**config.mk**
```make
export PLATFORM = sky130hd
export DESIGN_NAME = max7219_display_sequencer
export DESIGN_NICKNAME = d
export VERILOG_FILES = /design/src/rtl/max7219_display_sequencer_pkg.sv /design/src/rtl/max7219_display_sequencer_shifter.sv /design/src/rtl/max7219_display_sequencer.sv
export SDC_FILE = /design/constraint.sdc
export NUM_CORES = 1
export LEC_CHECK = 0
export ABC_AREA = 1
export CORE_ASPECT_RATIO = 1.1
export CORE_MARGIN = 3
export CORE_UTILIZATION = 58
export CTS_BUF_LIST = sky130_fd_sc_hd__clkbuf_4 sky130_fd_sc_hd__clkbuf_8 sky130_fd_sc_hd__clkbuf_16
export DETAILED_ROUTE_END_ITERATION = 10
export GPL_ROUTABILITY_DRIVEN = 0
export PLACE_DENSITY_LB_ADDON = 0.1
export SYNTH_ARGS = -nofsm -noshare
export SYNTH_HDL_FRONTEND = slang
export SYNTH_SLANG_ARGS = --single-unit
```
**constraint.sdc**
```tcl
create_clock -name i_clk -period 2.3 [get_ports i_clk]
set_input_delay 0.23 -clock i_clk [delete_from_list [all_inputs] [get_ports i_clk]]
set_output_delay 0.23 -clock i_clk [all_outputs]
set_load 0.1 [all_outputs]
```
**src/rtl/max7219_display_sequencer_pkg.sv**
```systemverilog
// Shared constants for the MAX7219-style display sequencer: driver register
// addresses, sequencer states and the 16-bit frame layout.
package display_seq_pkg;

    localparam int FRAME_W     = 16;
    localparam int INIT_FRAMES = 5;

    localparam logic [3:0] REG_DIGIT0    = 4'h1;
    localparam logic [3:0] REG_DECODE    = 4'h9;
    localparam logic [3:0] REG_INTENSITY = 4'hA;
    localparam logic [3:0] REG_SCANLIMIT = 4'hB;
    localparam logic [3:0] REG_SHUTDOWN  = 4'hC;
    localparam logic [3:0] REG_TEST      = 4'hF;

    // ST_TEST is only reachable when the display-test feature is built in
    typedef enum logic [1:0] {
        ST_INIT,
        ST_IDLE,
        ST_UPDATE,
        ST_TEST
    } seq_state_e;

    function automatic logic [FRAME_W-1:0] mk_frame(input logic [3:0] addr,
                                                    input logic [7:0] data);
        return {4'h0, addr, data};
    endfunction

endpackage

```
**src/rtl/max7219_display_sequencer_shifter.sv**
```systemverilog
// serial_word_shifter: sends one 16-bit word MSB first on LOAD/SCK/DOUT,
// including the trailing LOAD-high gap, and pulses o_done as LOAD rises.
import display_seq_pkg::*;

module serial_word_shifter #(
    parameter int CLK_DIV = 2
) (
    input  logic               i_clk,
    input  logic               i_reset_n,
    input  logic               i_start,
    input  logic [FRAME_W-1:0] i_word,
    output logic               o_ready,
    output logic               o_done,
    output logic               o_load,
    output logic               o_sck,
    output logic               o_dout
);

    // Half-period phases: 0 = lead-in low, 1..32 = SCK high/low per bit,
    // 33 = LOAD-high gap before the next frame may start.
    localparam logic [7:0] DIV_LAST = 8'(CLK_DIV - 1);
    localparam logic [5:0] PH_TAIL  = 6'd32;
    localparam logic [5:0] PH_GAP   = 6'd33;

    logic               active_q, active_d;
    logic [5:0]         ph_q, ph_d;
    logic [7:0]         cnt_q, cnt_d;
    logic [FRAME_W-1:0] sh_q, sh_d;
    logic               load_q, load_d;
    logic               sck_q, sck_d;
    logic               dout_q, dout_d;
    logic               tick, accept;
    logic [5:0]         ph_nx;

    assign tick    = active_q && (cnt_q == DIV_LAST);
    assign o_ready = !active_q || (tick && (ph_q == PH_GAP));
    assign o_done  = tick && (ph_q == PH_TAIL);
    assign accept  = i_start && o_ready;
    assign ph_nx   = ph_q + 6'd1;

    always_comb begin
        active_d = active_q;
        ph_d     = ph_q;
        cnt_d    = cnt_q;
        sh_d     = sh_q;
        load_d   = load_q;
        sck_d    = sck_q;
        dout_d   = dout_q;
        if (accept) begin
            active_d = 1'b1;
            ph_d     = '0;
            cnt_d    = '0;
            sh_d     = i_word;
            load_d   = 1'b0;
            sck_d    = 1'b0;
            dout_d   = i_word[FRAME_W-1];
        end else if (active_q) begin
            if (!tick) begin
                cnt_d = cnt_q + 8'd1;
            end else begin
                cnt_d = '0;
                if (ph_q == PH_GAP) begin
                    active_d = 1'b0;
                end else begin
                    ph_d = ph_nx;
                    if (ph_nx == PH_GAP) begin
                        load_d = 1'b1;
                        sck_d  = 1'b0;
                        dout_d = 1'b0;
                    end else if (ph_nx[0]) begin
                        sck_d = 1'b1;
                    end else begin
                        // DOUT only moves on the falling edge; none after bit 0
                        sck_d = 1'b0;
                        if (ph_nx != PH_TAIL) begin
                            dout_d = sh_q[FRAME_W-2];
                            sh_d   = {sh_q[FRAME_W-2:0], 1'b0};
                        end
                    end
                end
            end
        end
    end

    always_ff @(posedge i_clk) begin
        if (!i_reset_n) begin
            active_q <= 1'b0;
            ph_q     <= '0;
            cnt_q    <= '0;
            sh_q     <= '0;
            load_q   <= 1'b1;
            sck_q    <= 1'b0;
            dout_q   <= 1'b0;
        end else begin
            active_q <= active_d;
            ph_q     <= ph_d;
            cnt_q    <= cnt_d;
            sh_q     <= sh_d;
            load_q   <= load_d;
            sck_q    <= sck_d;
            dout_q   <= dout_d;
        end
    end

    assign o_load = load_q;
    assign o_sck  = sck_q;
    assign o_dout = dout_q;

endmodule

```
**src/rtl/max7219_display_sequencer.sv**
```systemverilog
// Display sequencer: driver init, then digit bursts on request over the serial link.
// Optional DISPLAY_TEST_EN adds i_test, forwarded as single display-test frames.
import display_seq_pkg::*;

module max7219_display_sequencer #(
    parameter int         CLK_DIV    = 2,
    parameter int         NUM_DIGITS = 4,
    parameter logic [3:0] INTENSITY  = 4'h8
) (
    input  logic                    i_clk,
    input  logic                    i_reset_n,
    input  logic                    i_en,
    input  logic [4*NUM_DIGITS-1:0] i_digits,
    input  logic                    i_update,
`ifdef DISPLAY_TEST_EN
    input  logic                    i_test,
`endif
    output logic                    o_busy,
    output logic                    o_serial_load,
    output logic                    o_serial_dout,
    output logic                    o_serial_clk
);

    localparam logic [2:0] LAST_INIT  = 3'(INIT_FRAMES - 1);
    localparam logic [2:0] LAST_DIGIT = 3'(NUM_DIGITS - 1);

    seq_state_e              state_q;
    logic [2:0]              idx_q;
    logic                    pend_q;
    logic                    busy_q;
    logic [4*NUM_DIGITS-1:0] snap_q;
`ifdef DISPLAY_TEST_EN
    logic                    test_q;
`endif

    logic [FRAME_W-1:0] word;
    logic [31:0]        snap_pad;
    logic [3:0]         digit;
    logic               sh_ready, sh_done, sh_start;
    logic               last_frame, init_end, enter;
    seq_state_e         seq_next, tgt;

    assign snap_pad = 32'(snap_q);
    assign digit    = snap_pad[{idx_q, 2'b00} +: 4];

    always_comb begin
        word = '0;
        case (state_q)
            ST_INIT: begin
                case (idx_q)
                    3'd0:    word = mk_frame(REG_SHUTDOWN, 8'h01);
                    3'd1:    word = mk_frame(REG_SCANLIMIT, 8'(NUM_DIGITS - 1));
                    3'd2:    word = mk_frame(REG_DECODE, 8'((1 << NUM_DIGITS) - 1));
                    3'd3:    word = mk_frame(REG_INTENSITY, {4'h0, INTENSITY});
                    default: word = mk_frame(REG_TEST, 8'h00);
                endcase
            end
            ST_UPDATE: word = mk_frame(REG_DIGIT0 + {1'b0, idx_q}, {4'h0, digit});
`ifdef DISPLAY_TEST_EN
            ST_TEST:   word = mk_frame(REG_TEST, {7'h0, test_q});
`endif
            default:   word = '0;
        endcase
    end

    // Where to go once a sequence ends; a test change outranks a refresh
    always_comb begin
        seq_next = ST_IDLE;
        if (pend_q || i_update) seq_next = ST_UPDATE;
`ifdef DISPLAY_TEST_EN
        if (i_test != test_q) seq_next = ST_TEST;
`endif
    end

    assign last_frame = ((state_q == ST_INIT)   && (idx_q == LAST_INIT))  ||
                        ((state_q == ST_UPDATE) && (idx_q == LAST_DIGIT)) ||
                        (state_q == ST_TEST);
    assign init_end   = sh_done && (state_q == ST_INIT) && (idx_q == LAST_INIT);
    assign enter      = (sh_done && last_frame) ||
                        ((state_q == ST_IDLE) && i_en && (seq_next != ST_IDLE));
    assign tgt        = init_end ? ST_UPDATE : seq_next;
    assign sh_start   = (state_q != ST_IDLE) && i_en && sh_ready;

    always_ff @(posedge i_clk) begin
        if (!i_reset_n) begin
            state_q <= ST_INIT;
            idx_q   <= '0;
            pend_q  <= 1'b0;
            busy_q  <= 1'b1;
            snap_q  <= '0;
`ifdef DISPLAY_TEST_EN
            test_q  <= 1'b0;
`endif
        end else begin
            if (busy_q && i_update) pend_q <= 1'b1;
            if (enter) begin
                state_q <= tgt;
                idx_q   <= '0;
                busy_q  <= (tgt != ST_IDLE);
                if (tgt == ST_UPDATE) begin
                    snap_q <= i_digits;
                    pend_q <= 1'b0;
                end
`ifdef DISPLAY_TEST_EN
                if (tgt == ST_TEST) test_q <= i_test;
`endif
            end else if (sh_done) begin
                idx_q <= idx_q + 3'd1;
            end
        end
    end

    serial_word_shifter #(
        .CLK_DIV (CLK_DIV)
    ) u_shifter (
        .i_clk     (i_clk),
        .i_reset_n (i_reset_n),
        .i_start   (sh_start),
        .i_word    (word),
        .o_ready   (sh_ready),
        .o_done    (sh_done),
        .o_load    (o_serial_load),
        .o_sck     (o_serial_clk),
        .o_dout    (o_serial_dout)
    );

    assign o_busy = busy_q;

endmodule

```
# Word-level counts from Yosys, hierarchy flattened
# Cells that the tools add are included.
# W data, S select, Z words.
[classes] add_sub_neg=4 eq_ne=20 n_shift=1 mux=33 bitwise_logic=2 reduce_logical=34
[ops] operator="$mux W15" count=7
[ops] operator="$pmux W11 S4" count=1
[ops] operator="$shiftx A32 B6 Y4" count=1
[ops] operator="$pmux W12 S2" count=1
[ops] operator="$mux W1" count=21
[ops] operator="$eq A6 B6 Y1 const B" count=3
[ops] operator="$logic_and A1 B1 Y1" count=14
[ops] operator="$ne A2 B1 Y1 const B" count=6
[ops] operator="$add A8 B1 Y8 const B" count=1
[ops] operator="$eq A8 B1 Y1 const B" count=1
[ops] operator="$mux W8" count=1
[ops] operator="$reduce_bool A2 Y1" count=4
[ops] operator="$add A6 B1 Y6 const B" count=1
[ops] operator="$eq A2 B2 Y1 const B" count=3
[ops] operator="$eq A3 B2 Y1 const B" count=2
[ops] operator="$ne A6 B6 Y1 const B" count=1
[ops] operator="$reduce_and A6 Y1" count=1
[ops] operator="$logic_or A1 B1 Y1" count=5
[ops] operator="$reduce_and A5 Y1" count=1
[ops] operator="$add A1 B3 Y4 const A" count=1
[ops] operator="$mux W2" count=2
[ops] operator="$reduce_and A4 Y1" count=1
[ops] operator="$reduce_or A2 Y1" count=2
[ops] operator="$add A3 B1 Y3 const B" count=1
[ops] operator="11 further kinds" count=12
[totals] reg_bits=56 wordCells=106

# Logic depth before layout (Yosys ltp)
# Gate-level depths: netlist of run 1.
[logic_depth] ltp_word=9 mapped_depth=16 ltp_nobuf=15

# By module
# Synthesis of run 1 repeated with hierarchy kept, for this count alone.
[hier_totals] hier_cells=463 hier_area_um2=3261.9
[modules_own_cells] module="serial_word_shifter" n_inst=1 cells_each=281 area_per_inst_um2=1890.6 seq_area_each_um2=660.6
[modules_own_cells] module="max7219_display_sequencer" n_inst=1 cells_each=182 area_per_inst_um2=1371.3 seq_area_each_um2=460.4

# Worst setup path before layout of run 1
# OpenSTA, ideal clock, no wires.
[synth_path] path_kind="flip-flop to flip-flop" startpoint="reg u_shifter.cnt_q[1]" endpoint="reg u_shifter.sh_q[13]" setup_ns=0.113 arrival_ns=1.635 required_ns=2.187 path_slack_ns=0.551 stages_incl_launch_ff=14 period_less_slack_ns=1.749 cell_sequence="dfxtp_1 > inv_1 > ha_1 > inv_1 > nor2_1 > nand2_1 > nor2_8 > nand2_2 > nand2_2 > nand2_4 > buf_6 > buf_6 > a21oi_2 > nor2_1"
[synth_between] elab_chain_cells=8
[synth_rtl] item="start: declaration" line_no="max7219_display_sequencer_shifter.sv:27" source="logic [7:0] cnt_q, cnt_d;"
[synth_rtl] item="start signal: assignment" line_no="max7219_display_sequencer_shifter.sv:97" source="cnt_q <= cnt_d;"
[synth_rtl] item="$eq A8 B1 Y1 (*)" line_no="max7219_display_sequencer_shifter.sv:35" source="assign tick = active_q && (cnt_q == DIV_LAST);"
[synth_rtl] item="$logic_and A1 B1 Y1 (*)" line_no="max7219_display_sequencer_shifter.sv:35"
[synth_rtl] item="$logic_and A1 B1 Y1" line_no="max7219_display_sequencer_shifter.sv:36" source="assign o_ready = !active_q || (tick && (ph_q == PH_GAP));"
[synth_rtl] item="$logic_or A1 B1 Y1" line_no="max7219_display_sequencer_shifter.sv:36"
[synth_rtl] item="$logic_and A1 B1 Y1" line_no="max7219_display_sequencer.sv:82" source="assign sh_start = (state_q != ST_IDLE) && i_en && sh_ready;"
[synth_rtl] item="$logic_and A1 B1 Y1" line_no="max7219_display_sequencer_shifter.sv:38" source="assign accept = i_start && o_ready;"
[synth_rtl] item="$ne A2 B1 Y1 (no source line) or $reduce_bool A2 Y1 (tied branches)"
[synth_rtl] item="$reduce_and A6 Y1 (no source line)"
[synth_rtl] item="end signal: assignment" line_no="max7219_display_sequencer_shifter.sv:90" source="sh_q <= '0;"
[synth_rtl] item="end signal: assignment" line_no="max7219_display_sequencer_shifter.sv:98" source="sh_q <= sh_d;"
[synth_rtl] item="end: declaration" line_no="max7219_display_sequencer_shifter.sv:28" source="logic [FRAME_W-1:0] sh_q, sh_d;"
# Mark *: on every way between the ends. The rest lies on a longest branch, timed or not.
# A chain may end at the register's enable or synchronous reset.

# Worst setup path after layout of run 1
[layout_path] startpoint="reg u_shifter.cnt_q[1]" endpoint="reg u_shifter.dout_q, in the netlist u_shifter.o_dout"
[layout_between] elab_chain_cells=8
[layout_rtl] item="$eq A8 B1 Y1 (*)" line_no="max7219_display_sequencer_shifter.sv:35"
[layout_rtl] item="$logic_and A1 B1 Y1 (*)" line_no="max7219_display_sequencer_shifter.sv:35"
[layout_rtl] item="$logic_and A1 B1 Y1" line_no="max7219_display_sequencer_shifter.sv:36"
[layout_rtl] item="$logic_or A1 B1 Y1" line_no="max7219_display_sequencer_shifter.sv:36"
[layout_rtl] item="$logic_and A1 B1 Y1" line_no="max7219_display_sequencer.sv:82"
[layout_rtl] item="$logic_and A1 B1 Y1" line_no="max7219_display_sequencer_shifter.sv:38"
[layout_rtl] item="$ne A3 B2 Y1 (no source line), or another cell as far along"
[layout_rtl] item="$reduce_and A5 Y1 (no source line)"
[layout_rtl] item="end signal: assignment" line_no="max7219_display_sequencer_shifter.sv:101" source="dout_q <= dout_d;"
[layout_rtl] item="end: declaration" line_no="max7219_display_sequencer_shifter.sv:31" source="logic dout_q, dout_d;"
# Marked as above.

==> impl_metrics.ini, run 1 <==
[status]
outcome = complete, no violations

[worst_setup_path]
critical_path.most_common_cell = nor2_1
worstSetupStartpointType = flip-flop
crit_path_end_kind = flip-flop
crit_chain = inv_1 -> ha_1 -> inv_1 -> nor2_1 -> nand2_1 -> nor2_8 -> nand2_2 -> nand2_2 -> nand2_4 -> nand2_1 -> nor2_1 -> o21ai_0 -> nor2_1
critical_path_required_ps = 2510
worst-path-buf-inv = 2
critPathSlowestCell = nand2_1
crit_fanout = 14
arrival_ps = 2260
critical_path_class = reg2reg
max_stage_delay_ps = 380
critical-path-top-delay-family = simple AND/OR/NAND/NOR gates

[logic_synthesis]
synth_top_cell_by_area = dfxtp_1
netlist.area_leader.share_pct = 36.5
synth_cell_type_count = 35
synth_flop_cell = dfxtp_1
synthesis.area_sq_mm = 0.00307
synth_warnings = 0
syn_inst = 452
seq_area_frac_synth_pct = 36.5
async_flop_share_pct = 0
ys_seq_elements = 56
synth.area.top_cells = dfxtp_1, nand2_1, nor2_1
synth_nets = 484
synth_edf_count = 0
syn_avg_cell_area_sq_um = 6.79

[placed_design]
port_buffers = 23
dpl.hpwl_um = 4570

[drt]
dr.pass1.iters = 4
routed_wl_um = 6010
drc = 0
num_vias = 2741
vias_per_cell = 5.11
drtIter0Drc = 85
post_drt_wl_per_cell_um = 11.2
antenna_left = 0

[global_route]
first_global_vias = 2517
antenna_found_initial = 0
grt_remaining_overflow = 0
grt_use_total_pct = 21.4
grt_max_degree = 24
grt_first_pass_wirelength_um = 10500

[clock_tree]
cts_tree = built
cts_setup_buffers = 0
cts_resized = 0
cts_buffers = 5
clk_latency_ps = 310
clkTransAtPathRegs_ps = 100
cts-root-buf = clkbuf_8
clk_path_buf_depth = 2
clock-sinks = 56
htreeDepth = 2
hold_buffers = 0

[worst_hold_path]
hold_path_class = in2reg

[timing]
max_freq_ghz = 0.490
relSlewSlack_pct = 67.2
tightestPinTransition_ps = 491
timing.final.crit_period_ps = 2040
setup_viol = 0
slew_viol_final = 0
fin_tns_setup_ps = 0
rsz0062_at_grt = false
hold_viol = 0
period_share_pct = 88.8
fin_skew_ps = 3.60

[final_layout]
drive_above_1_share_pct = 10.3
nNetsFinal = 509
n_antenna_cell = 0
area_growth_pct = 12.6

[pwr]
power.total_mw = 1.88
p_per_area_mw_per_mm2 = 542
p_leak_nw = 1.50
peakVddDrop_mv = 0.284

[floorplanning]
ios = 24
start_util_pct = 60.6
die-area_sq_mm = 0.00620
rows = 27
die_w_um = 75.4
core_area_sq_mm = 0.00507
die_y_um = 82.3

[job]
max-cap-violations = 0
[path summary, 6_finish.rpt]
kind,slack [ps],end,startpoint,depth (start not counted)
max,260,u_shifter.o_dout,u_shifter.cnt_q[1],13
min,470,snap_q[15],i_digits[15],3
max reg2reg,260,u_shifter.o_dout,u_shifter.cnt_q[1],13
min reg2reg,480,snap_q[14],snap_q[14],2
[worst reg2reg max path, cell delays in order (launching register included)]
cell     delay (ps)
dfxtp_1         360
inv_1            70
ha_1            140
inv_1            40
nor2_1          110
nand2_1         140
nor2_8          180
nand2_2          60
nand2_2         160
nand2_4          60
nand2_1         380
nor2_1          110
o21ai_0          90
nor2_1           50
[stage by stage]
stage	instances	setup slack (ps)	util, %	instance area (sq um)	hold slack (ps)
2_1_floorplan	452	551	-	3070	361
3_3_place_gp	528	312	65.7	3330	453
3_5_place_dp	528	240	65.7	3330	463
4_1_cts	536	224	68.1	3450	468
5_1_grt	536	58.2	68.2	3460	490
6_report	536	258	68.2	3460	472
[sequential cells by signal (all words and copies together), names as in the netlist]
signal / cells
u_shifter.o_sck: 1
snap_q: 16
pend_q: 1
o_busy: 1
u_shifter.cnt_q: 8
state_q: 2
u_shifter.active_q: 1
u_shifter.o_dout: 1
u_shifter.sh_q: 15
u_shifter.ph_q: 6
idx_q: 3
u_shifter.o_load: 1
[cells by family after synthesis]
| group | synth area share, % |
|---|---|
| DFF | 36.5 |
| adders and majority gates | 4.89 |
| and+or+nand+nor | 36.3 |
| AOI/OAI and AO/OA | 11.5 |
| buffers and inverters | 10.2 |
| xor gates and xnor gates | 0.571 |
[Yosys cell counts (all sizes together) (2+ instances only)]
cell / n
clkbuf: 5
a21oi: 24
nor3: 3
dfxtp: 56
o21ai: 31
clkinv: 2
nand2: 117
or2: 2
nor3b: 2
nand3: 38
nand4: 5
nor2: 82
ha: 12
a31oi: 2
inv: 56
buf: 8
[power by group]
| part | total [mW] | switching, mW | internal (mW) |
|---|---|---|---|
| Clock | 0.705 | 0.320 | 0.385 |
| Sequential | 0.999 | 0.0123 | 0.987 |
| Combinational | 0.171 | 0.101 | 0.0704 |
| Total | 1.88 | 0.434 | 1.44 |
[metal layers]
layer  up-vias  routed length [um]  track usage (%)
met5         -                   0                0
met4         0                  88             6.82
met3         9                 180             3.39
met2        33                3080             40.7
met1      1228                2660             23.7
li1       1471                   -                -
[cell usage in the layout (no fill, tap or decap), types with 2 or more instances in the layout]
master / Yosys / final
a21oi_1: 23 / 23
a31oi_1: 2 / 2
buf_4: 0 / 12
clkbuf_8: 0 / 7
clkdlybuf4s50_1: 0 / 19
clkinv_1: 2 / 2
dfxtp_1: 56 / 56
ha_1: 12 / 12
inv_1: 52 / 52
inv_2: 4 / 4
nand2_1: 111 / 111
nand2_2: 4 / 4
nand2_4: 2 / 2
nand3_1: 37 / 37
nand4_1: 5 / 5
nor2_1: 75 / 75
nor2_2: 3 / 2
nor2_4: 2 / 3
nor2_8: 2 / 2
nor3_1: 3 / 3
nor3b_1: 2 / 2
o21ai_0: 22 / 22
o21ai_2: 7 / 7
or2_2: 2 / 2
[cell type report]
type                       instances  area, sq um
fill                             480         1610
clock inverter                     1         30.0
clock buffer                       7         96.3
multi-input combinational        325         1640
sequential                        56         1120
timing repair buffer              31          280
tap                               58         72.6
inverter                          58          218
No activity file was read; power rests on OpenSTA's default activity.
==> run 2: changes to the inputs <==
--- a/config.mk
+++ b/config.mk
@@ -10,6 +10,7 @@
 export CORE_MARGIN = 3
 export CORE_UTILIZATION = 58
 export CTS_BUF_LIST = sky130_fd_sc_hd__clkbuf_4 sky130_fd_sc_hd__clkbuf_8 sky130_fd_sc_hd__clkbuf_16
+export CTS_CLUSTER_SIZE = 28
 export DETAILED_ROUTE_END_ITERATION = 10
 export GPL_ROUTABILITY_DRIVEN = 0
 export PLACE_DENSITY_LB_ADDON = 0.1
==> results of run 2 <==
The final DEF is identical to that of run 1; final timing and power are the same.
==> run 3: changes to the inputs <==
--- a/config.mk
+++ b/config.mk
@@ -6,8 +6,8 @@
 export NUM_CORES = 1
 export LEC_CHECK = 0
 export ABC_AREA = 1
+export CAP_MARGIN = 20
 export CORE_ASPECT_RATIO = 1.1
-export CORE_MARGIN = 3
 export CORE_UTILIZATION = 58
 export CTS_BUF_LIST = sky130_fd_sc_hd__clkbuf_4 sky130_fd_sc_hd__clkbuf_8 sky130_fd_sc_hd__clkbuf_16
 export CTS_CLUSTER_SIZE = 28
==> impl_metrics.ini, run 3 (synthesis results as in run 1) <==
[final_layout]
largest_reg_flops = 16
drive_above_1_share_pct = 10.4
stdcell_area_sq_mm = 0.00345
layout_commonest_cell = nand2_1
area_growth_pct = 12.2
n_antenna_cell = 0
reg_top3 = snap_q x16, u_shifter.sh_q x15, u_shifter.cnt_q x8
layout_common_cells = nand2_1, nor2_1, dfxtp_1, inv_1, nand3_1
nNetsFinal = 510
top_register = snap_q

[drt]
dr.pass1.iters = 4
routed_wl_um = 6030
drc = 0
post_drt_wl_per_cell_um = 11.2
drtIter0Drc = 76
vias_per_cell = 5.14
antenna_left = 0
num_vias = 2759

[pwr]
peakVddDrop_mv = 0.360
p_leak_nw = 1.50
p_per_area_mw_per_mm2 = 529

[placed_design]
pre_cts_slack_ps = 262
dpl.hpwl_um = 4660
port_buffers = 23
placed_cell_area_sq_mm = 0.00333

[timing]
tightestPinTransition_ps = 442
setup_viol = 0
period_share_pct = 89.4
fin_tns_setup_ps = 0
max_freq_ghz = 0.486
hold_viol = 0
relSlewSlack_pct = 70.4
slew_viol_final = 0
final.setup.worst_slack_ps = 244
rsz0062_at_grt = false
fin_skew_ps = 7.61
timing.final.crit_period_ps = 2060

[global_route]
grt_use_total_pct = 23.5
grt_remaining_overflow = 0
grt_first_pass_wirelength_um = 10600
grt_max_degree = 22
first_global_vias = 2605
antenna_found_initial = 0

[worst_setup_path]
reg2regPathDepth = 12
worstSetupStartpointType = flip-flop
crit_path_end_kind = flip-flop
r2r_end = u_shifter.ph_q[3]
critical_path_class = reg2reg
r2r-start = u_shifter.cnt_q[1]
arrival_ps = 2260
critical_path_required_ps = 2510
r2r_setup_slack_ps = 240
crit_fanout = 12

[worst_hold_path]
min_delay_path_depth = 2
hold_path_startpoint = snap_q[15]
min_to = snap_q[15]
hold_path_class = reg2reg

[clock_tree]
hold_buffers = 0
htreeDepth = 2
clk_path_buf_depth = 2
cts-root-buf = clkbuf_8
clkTransAtPathRegs_ps = 100
cts_setup_buffers = 0
clock-sinks = 56
cts_buffers = 5
clk_latency_ps = 310
cts_tree = built
cts_resized = 0

[floorplanning]
die_w_um = 71.4
core_area_sq_mm = 0.00503
ios = 24
rows = 27
die-area_sq_mm = 0.00559
start_util_pct = 61.0
die_y_um = 78.3

[status]
outcome = complete, no violations

[job]
max-cap-violations = 0
## run 3: changes by cell type in the layout (fill, tap and decap cells not counted), sizes merged
cell    previous run  this run
buf               12        13
clkbuf             7         6
clkinv             2         3
## run 3: area by class of cell
| class | instances | area, sq um |
|---|---|---|
| repair buffers | 32 | 288 |
| fillers | 450 | 1590 |
| flip-flops and latches | 56 | 1120 |
| inverters | 58 | 218 |
| clock buffers | 6 | 76.3 |
| well taps | 58 | 72.6 |
| multi-input cells | 325 | 1640 |
| clock inverters | 2 | 35.0 |
## run 3: critical path, cell delays in order, from the launching register on
cell and delay, ps:
dfxtp_1 360, inv_1 70, ha_1 140, inv_1 40
nor2_1 130, nand2_1 150, nor2_8 180, nand2_2 60
nand2_2 160, nand2_4 60, nand2_1 340, buf_4 210
a21oi_1 40
## run 3: how the worst max path moves through the flow
| stage | startpoint | end | cells after the start |
|---|---|---|---|
| 2_1_floorplan | u_shifter.cnt_q[1] | u_shifter.sh_q[13] | 13 |
| 3_3_place_gp | u_shifter.ph_q[0] | snap_q[8] | 10 |
| 3_5_place_dp | u_shifter.cnt_q[1] | u_shifter.ph_q[3] | 12 |
| 4_1_cts | u_shifter.cnt_q[1] | u_shifter.ph_q[3] | 12 |
| 5_1_grt | u_shifter.cnt_q[1] | u_shifter.cnt_q[0] | 12 |
| 6_report | u_shifter.cnt_q[1] | u_shifter.ph_q[3] | 12 |
## run 3: stage by stage
| step | power, mW | utilization (%) | cells | hold WS (ps) |
|---|---|---|---|---|
| after global placement | 1.19 | 66.2 | 529 | 459 |
| after floorplan | 1.14 | - | 452 | 361 |
| after CTS | 1.84 | 68.5 | 537 | 475 |
| after global routing | 1.90 | 68.5 | 537 | 493 |
| final | 1.82 | 68.5 | 537 | 473 |
| after detailed placement | 1.20 | 66.2 | 529 | 461 |
## run 3: per-layer routing
layer	part of all wire [%]	track usage, %
met1	45	26.8
met2	50	43.1
met3	3.1	3.72
met4	1.2	9.80
met5	0	0
## run 3: power breakdown
part | switching (mW) | internal [mW]
sequential | 0.0119 | 0.987
clock | 0.314 | 0.336
combinational | 0.102 | 0.0715
total | 0.428 | 1.39
